$ cat src/rtl/cpu_microsequencer.sv
// Micro-program sequencer: holds the uPC, selects the next microinstruction
// address per M-cycle, and keeps a bounded micro-subroutine return stack.
module cpu_microsequencer #(
  parameter int UPC_W       = 6,
  parameter int STACK_DEPTH = 4,
  parameter int RESET_ADDR  = 0,
  parameter int FETCH_ADDR  = 0,
  localparam int DEPTH_W    = $clog2(STACK_DEPTH + 1)
) (
  input  logic               clk,
  input  logic               reset,
  input  logic               m_cycle,
  input  logic               stall,
  input  logic [2:0]         ubranch,
  input  logic [UPC_W-1:0]   utarget,
  input  logic [1:0]         ucond,
  input  logic               flag_z,
  input  logic               flag_c,
  input  logic [UPC_W-1:0]   dispatch_addr,
  output logic [UPC_W-1:0]   upc,
  output logic               cond_taken,
  output logic [DEPTH_W-1:0] stack_depth,
  output logic               err_overflow,
  output logic               err_underflow
);

  localparam int IDX_W = (STACK_DEPTH > 1) ? $clog2(STACK_DEPTH) : 1;
  localparam logic [UPC_W-1:0]   RESET_UPC = UPC_W'(RESET_ADDR);
  localparam logic [UPC_W-1:0]   FETCH_UPC = UPC_W'(FETCH_ADDR);
  localparam logic [DEPTH_W-1:0] FULL      = DEPTH_W'(STACK_DEPTH);

  typedef enum logic [2:0] {
    BR_NEXT     = 3'd0,
    BR_JUMP     = 3'd1,
    BR_CJUMP    = 3'd2,
    BR_DISPATCH = 3'd3,
    BR_CALL     = 3'd4,
    BR_RETURN   = 3'd5,
    BR_CRETURN  = 3'd6,
    BR_FETCH    = 3'd7
  } branch_e;

  typedef enum logic [1:0] {
    CC_NZ = 2'd0,
    CC_Z  = 2'd1,
    CC_NC = 2'd2,
    CC_C  = 2'd3
  } cond_e;

  logic [UPC_W-1:0]   stack_mem [STACK_DEPTH];
  logic [UPC_W-1:0]   upc_inc, upc_next;
  logic [DEPTH_W-1:0] depth_next, depth_dec;
  logic [IDX_W-1:0]   push_idx, pop_idx;
  logic               adv, push, set_ovf, set_unf;

  assign adv       = m_cycle & ~stall;
  assign upc_inc   = upc + UPC_W'(1);
  assign depth_dec = stack_depth - DEPTH_W'(1);
  assign push_idx  = stack_depth[IDX_W-1:0];
  assign pop_idx   = depth_dec[IDX_W-1:0];

  always_comb begin
    unique case (cond_e'(ucond))
      CC_NZ:   cond_taken = ~flag_z;
      CC_Z:    cond_taken = flag_z;
      CC_NC:   cond_taken = ~flag_c;
      default: cond_taken = flag_c;
    endcase
  end

  // NOTE: every output of this block gets a default first, so no path can
  // leave a variable unassigned and infer a latch.
  always_comb begin
    upc_next   = upc;
    depth_next = stack_depth;
    push       = 1'b0;
    set_ovf    = 1'b0;
    set_unf    = 1'b0;
    if (adv) begin
      case (branch_e'(ubranch))
        BR_NEXT:     upc_next = upc_inc;
        BR_JUMP:     upc_next = utarget;
        BR_CJUMP:    upc_next = cond_taken ? utarget : upc_inc;
        BR_DISPATCH: upc_next = dispatch_addr;
        BR_CALL: begin
          upc_next = utarget;
          if (stack_depth < FULL) begin
            push       = 1'b1;
            depth_next = stack_depth + DEPTH_W'(1);
          end else begin
            set_ovf = 1'b1;
          end
        end
        BR_RETURN, BR_CRETURN: begin
          if (ubranch == BR_RETURN || cond_taken) begin
            if (stack_depth != '0) begin
              upc_next   = stack_mem[pop_idx];
              depth_next = depth_dec;
            end else begin
              upc_next = FETCH_UPC;
              set_unf  = 1'b1;
            end
          end else begin
            upc_next = upc_inc;
          end
        end
        default:     upc_next = FETCH_UPC;
      endcase
    end
  end

  // NOTE: state registers use non-blocking assignments so every register
  // samples the pre-edge values, independent of statement order.
  always_ff @(posedge clk or negedge reset) begin
    if (!reset) begin
      upc           <= RESET_UPC;
      stack_depth   <= '0;
      err_overflow  <= 1'b0;
      err_underflow <= 1'b0;
    end else begin
      upc           <= upc_next;
      stack_depth   <= depth_next;
      err_overflow  <= err_overflow | set_ovf;
      err_underflow <= err_underflow | set_unf;
    end
  end

  // NOTE: the stack array has no reset; its entries are only read below the
  // valid depth, which reset clears, so storage can map to plain flops/RAM.
  always_ff @(posedge clk) begin
    if (push) stack_mem[push_idx] <= upc_inc;
  end

endmodule

$ cat config.mk
export PLATFORM = sky130hd
export DESIGN_NAME = cpu_microsequencer
export DESIGN_NICKNAME = d
export VERILOG_FILES = /design/src/rtl/cpu_microsequencer.sv
export SDC_FILE = /design/constraint.sdc
export NUM_CORES = 1
export LEC_CHECK = 0
export CAP_MARGIN = 10
export CORE_MARGIN = 3
export CORE_UTILIZATION = 53
export DETAILED_ROUTE_END_ITERATION = 7
export GPL_ROUTABILITY_DRIVEN = 1
export PLACE_DENSITY = 0.82
export SLEW_MARGIN = 0
export SYNTH_ARGS = -nofsm -noshare
export SYNTH_HDL_FRONTEND = slang
export SYNTH_SLANG_ARGS = --single-unit
$ cat constraint.sdc
create_clock -name clk -period 2.3 [get_ports clk]
set_clock_uncertainty 0.1 [all_clocks]
set_input_delay 0.69 -clock clk [delete_from_list [all_inputs] [get_ports clk]]
set_output_delay 0.69 -clock clk [all_outputs]
set_load 0.02 [all_outputs]
==> results.cfg, run 1 <==
[run_status]
status = finished clean

[setup_path]
r2r_end = upc[0]$_DFFE_PN0P_
crit_path_max_incr_delay_ps = 250
cp-end-kind = output pin
crit_fanout = 2
critPathLaunchType = primary input
critical_path_required_ps = 1510
r2r-start = stack_depth[1]$_DFFE_PN0P_
r2r_slack_ps = 400
path_class = primary input to output pin
crit_chain = dlygate4sd2_1 > mux2i_4 > xnor2_2 > inv_2 > buf_6
critPathLaunch = flag_z
reg2reg_depth = 5
slowest_stage = dlygate4sd2_1
arrival_ps = 1470
path_buf_inv = 3
cpLargestDelayFamily = buffers and inverters

[cts]
htreeDepth = 2
clock-sinks = 35
clockBufferDepth = 2
cts_tree = done
path_clk_slew_ps = 80
cts_root_buf = clkbuf_8
ctsHoldBuffers = 0
clock_latency_ps = 290
cts_made_buffers = 5

[floorplan]
ios = 35
start_util = 0.557
rows = 22
dieArea_mm2 = 0.00469
coreArea_mm2 = 0.00372
die_y_um = 68.5
fp.dieW_um = 68.5

[route]
drc = 0
firstDrtPassIters = 4
wl_per_cell_um = 17.9
drt-total-wl_mm = 5.20
antenna_left = 0
dr.first_iter.drc_count = 213
num_vias = 1727
via_per_inst = 5.96

[synth]
yosys_warnings = 0
ys.flop_type = edfxtp_1
yosysUniqueCellTypes = 51
yosysSeqAreaShare = 0.482
synth.ff_latch_count = 35
syn_nets = 206
async_flop_share = 0.314
synth_area_mm2 = 0.00207
synth_cells = 177
syn_avg_cell_area_um2 = 11.7
synth_edf_count = 24

[timing]
finalHoldViolations = 0
max_freq_mhz = 442
setup_viol = 0
final.min_clock_period_ps = 2260
slew_violations = 0
finalCritPeriodShare = 0.984
rsz0062_at_grt = no
slew_headroom = 0.616
tightestPinTransition_ps = 574

[job]
cap_viol_max_count = 0

[cells_and_area]
final_cells = 290
drive_above_1_share = 0.252
area_growth_pct = 34.5
layout_commonest_cell = buf_4
nets = 270
diodes = 0
final_cell_mix = buf_4, clkdlybuf4s50_1, edfxtp_1

[power_and_ir_drop]
p_leak_nw = 1.12
power.density_mw_per_mm2 = 865
ir_drop_uv = 754
power_mw = 2.41

[global_route]
antenna_found_initial = 0
grtUsageTotal = 0.246
grt_max_degree = 22
grt_pass1_wl_mm = 8.40
overflow = 0
grt_pass1_vias = 1764

[placed_design]
dp_hpwl_mm = 3.97
numPortBuffers = 34
place.gp.congestion = 0.923
dp_cells = 279

[hold_path]
holdPathStages = 1
worstHoldEndpoint = err_overflow$_DFF_PN0_
worstHoldStart = err_overflow$_DFF_PN0_
hp-class = register to register
==> worst reg2reg max path: cells and delay by family, from the launching register on <==
| family | cells | cell delay (ps) |
|---|---|---|
| AO/OA/AOI/OAI | 2 | 270 |
| adder cells (fa/ha/maj) | 1 | 480 |
| buffers and inverters | 1 | 110 |
| flip-flops | 1 | 440 |
| multiplexers | 1 | 370 |
==> cells by family after synthesis <==
logic type | Yosys count | synth area share
buf+inv | 16 | 0.0333
flops | 35 | 0.482
xor+xnor | 7 | 0.0333
fa+ha+maj | 6 | 0.0363
simple gates | 57 | 0.152
compound gates | 40 | 0.137
mux | 16 | 0.127
==> through the flow <==
step	cell area, µm²	setup WS (ps)	utilization	hold slack (ps)	TNS (ps)
2_1_floorplan	2070	123	-	294	0
3_3_place_gp	2640	-699	0.710	361	-6370
3_5_place_dp	2640	-746	0.710	360	-7550
4_1_cts	2770	15.2	0.745	383	0
5_1_grt	2780	6.59	0.749	421	0
6_report	2780	37.9	0.749	378	0
==> power by group <==
part	internal, mW	total [mW]	switching, mW
registers	0.770	0.859	0.0887
clock network	0.328	0.576	0.247
logic	0.474	0.973	0.499
total	1.57	2.41	0.835
==> synth_stat cells, types with 4 or more instances <==
library cell	count	area share
dfrtp_1	11	0.13
nand2_1	13	0.024
nor2_1	10	0.018
mux2i_1	6	0.029
buf_2	4	0.0097
ha_1	6	0.036
a21oi_1	12	0.029
inv_1	7	0.013
nand2b_1	7	0.021
mux4_2	6	0.065
edfxtp_1	24	0.35
nand3_1	5	0.012
and2_1	6	0.018
==> metal layers <==
layer | up-vias | share of wire | GRT usage
li1 | 791 | - | -
met1 | 857 | 0.41 | 0.319
met2 | 72 | 0.51 | 0.411
met3 | 7 | 0.072 | 0.0657
met4 | 0 | 0.013 | 0.0546
met5 | - | 0 | 0
==> sequential cells by signal, indices dropped and copies added (netlist names) <==
register,cells
err_overflow,1
err_underflow,1
stack_depth,3
stack_mem,24
upc,6
==> worst max-delay path by stage <==
stage | to | slack (ps) | cells after the start
after floorplan | upc[0]$_DFFE_PN0P_ | 120 | 7
after global routing | stack_depth[1]$_DFFE_PN0P_ | 7 | 7
after CTS | cond_taken | 20 | 5
final | cond_taken | 40 | 5
after global placement | cond_taken | -700 | 5
after detailed placement | cond_taken | -750 | 5
==> area by class of cell <==
class                      count  area (µm²)
clock inverter                 3        47.5
sequential                    35         997
inverter                       8        30.0
fill                         240         933
multi-input combinational    126        1010
timing repair buffer          65         569
tap                           48        60.1
clock buffer                   5        68.8
==> what timing repair did <==
| action | CTS | global route |
|---|---|---|
| pin swaps | 1 | 2 |
| cloned | 0 | 0 |
| setup endpoints to repair | 1 | 5 |
| setup buffers | 2 | 1 |
| gates resized for setup | 12 | 4 |
| hold endpoints to repair | 0 | 0 |
No activity file was read; power rests on OpenSTA's default activity.
==> run 2: changes to the inputs <==
CAP_MARGIN = default   (was 10)
MAX_ROUTING_LAYER = met4   (was default)
TNS_END_PERCENT = 50   (was default)
==> run 2 against run 1 <==
Cell area is 1.6% lower. Clock power about the same. Die area stayed put. Sequential power hardly changed. Critical path depth did not move. Non-clock buffer count decreased by 6. Worst hold slack better by 15 ps. First-iteration DRC count fell by 17%. Critical path type unchanged. Highest routed layer unchanged.
==> results.cfg, run 2 (synthesized netlist as in run 1, its figures left out) <==
[run_status]
status = finished clean

[floorplan]
coreArea_mm2 = 0.00372
dieArea_mm2 = 0.00469
fp.dieW_um = 68.5
die_y_um = 68.5
start_util = 0.557
ios = 35
rows = 22

[timing]
slew_headroom = 0.600
finalHoldViolations = 0
slew_violations = 0
setup_viol = 0
finalCritPeriodShare = 0.990
rsz0062_at_grt = yes
tightestPinTransition_ps = 599
timing.hold.ws_ps = 393
final.min_clock_period_ps = 2280
setup_slack_ps = 22.5
max_freq_mhz = 439

[power_and_ir_drop]
p_leak_nw = 1.10
ir_drop_uv = 625
power.density_mw_per_mm2 = 875

[setup_path]
slowest_stage = mux2i_4
crit_chain = clkdlybuf4s15_2 > mux2i_4 > xnor2_2 > inv_2 > buf_6
path_class = primary input to output pin
crit_path_max_incr_delay_ps = 250
critical_path_required_ps = 1510
critPathLaunchType = primary input
path_buf_inv = 3
arrival_ps = 1490
cpLargestDelayFamily = buffers and inverters
crit_fanout = 2
cp-end-kind = output pin

[cells_and_area]
drive_above_1_share = 0.237
area_growth_pct = 32.4
layout_commonest_cell = clkdlybuf4s50_1
diodes = 0
multiInputGateArea_mm2 = 0.00101
final_cell_mix = clkdlybuf4s50_1, buf_4, edfxtp_1
regArea_um2 = 996
fillers = 263
nets = 264
largest_reg_flops = 24
regMostFlops = stack_mem
largest_registers = stack_mem x24, upc x6, stack_depth x3

[cts]
cts_root_buf = clkbuf_8
cts_tree = done
ctsHoldBuffers = 0
path_clk_slew_ps = 70
cts_made_buffers = 5
htreeDepth = 2
clock-sinks = 35
clockBufferDepth = 2
clock_latency_ps = 290

[route]
drc = 0
firstDrtPassIters = 5
num_vias = 1680
via_per_inst = 5.92
antenna_left = 0
dr.first_iter.drc_count = 177
wl_per_cell_um = 18.4
drt-total-wl_mm = 5.23

[placed_design]
place.gp.congestion = 0.928
dp_hpwl_mm = 3.84
dp_slack_ps = -751
numPortBuffers = 34

[job]
cap_viol_max_count = 0

[global_route]
grt_max_degree = 22
grtUsageTotal = 0.261
grt_pass1_vias = 1662
overflow = 0
antenna_found_initial = 0
grt_pass1_wl_mm = 8.48

[hold_path]
hp-class = register to register
run 2: cell count changes in the layout (fill, tap and decap cells not counted), sizes merged:
| cell | previous run | this run |
|---|---|---|
| buf | 33 | 26 |
| clkdlybuf4s15 | 0 | 1 |
| clkdlybuf4s50 | 29 | 28 |
| dlymetal6s2s | 0 | 1 |
run 2: metal layers:
| layer | part of all wire | track usage | up-vias |
|---|---|---|---|
| li1 | - | - | 781 |
| met1 | 0.41 | 0.337 | 810 |
| met2 | 0.51 | 0.415 | 82 |
| met3 | 0.067 | 0.0493 | 7 |
| met4 | 0.011 | 0.0844 | 0 |
| met5 | 0 | - | - |
run 2: final cells by class:
class,count,share of cell area
clock buffers,5,0.0251
flip-flops and latches,35,0.364
inverters,8,0.0110
clock inverters,3,0.0174
repair buffers,59,0.193
multi-input cells,126,0.367
well taps,48,0.0219
run 2: timing repair:
item	in CTS	in global routing
setup buffers	1	0
resized for setup	12	3
pin swaps	1	1
setup endpoints to repair	2	14
run 2: path summary, 6_finish.rpt:
check / from / to / slack, ps / cells after the start
worst min-delay path: err_underflow$_DFF_PN0_ / err_underflow$_DFF_PN0_ / 390 / 1
worst max-delay path: ucond[1] / cond_taken / 20 / 5
max in group asynchronous: reset / err_overflow$_DFF_PN0_ / 1030 / 1
worst max register to register: stack_depth[1]$_DFFE_PN0P_ / upc[0]$_DFFE_PN0P_ / 350 / 5
worst min register to register: err_underflow$_DFF_PN0_ / err_underflow$_DFF_PN0_ / 390 / 1
min in group asynchronous: reset / upc[5]$_DFFE_PN0P_ / 670 / 1
run 2: where the power goes:
group | internal, mW | switching, mW | total, mW
logic | 0.467 | 0.498 | 0.965
clock network | 0.328 | 0.246 | 0.575
registers | 0.769 | 0.0885 | 0.857
run 2: through the flow:
step | TNS (ps) | cell area (µm²) | std cells | util | power [mW]
after CTS | 0 | 2730 | 284 | 0.735 | 2.41
after detailed placement | -8600 | 2610 | 275 | 0.702 | 1.83
after global placement | -6570 | 2610 | 275 | 0.702 | 1.80
after global routing | -5.10 | 2740 | 284 | 0.737 | 2.53
after floorplan | 0 | 2070 | 177 | - | 1.45
final | 0 | 2740 | 284 | 0.737 | 2.40
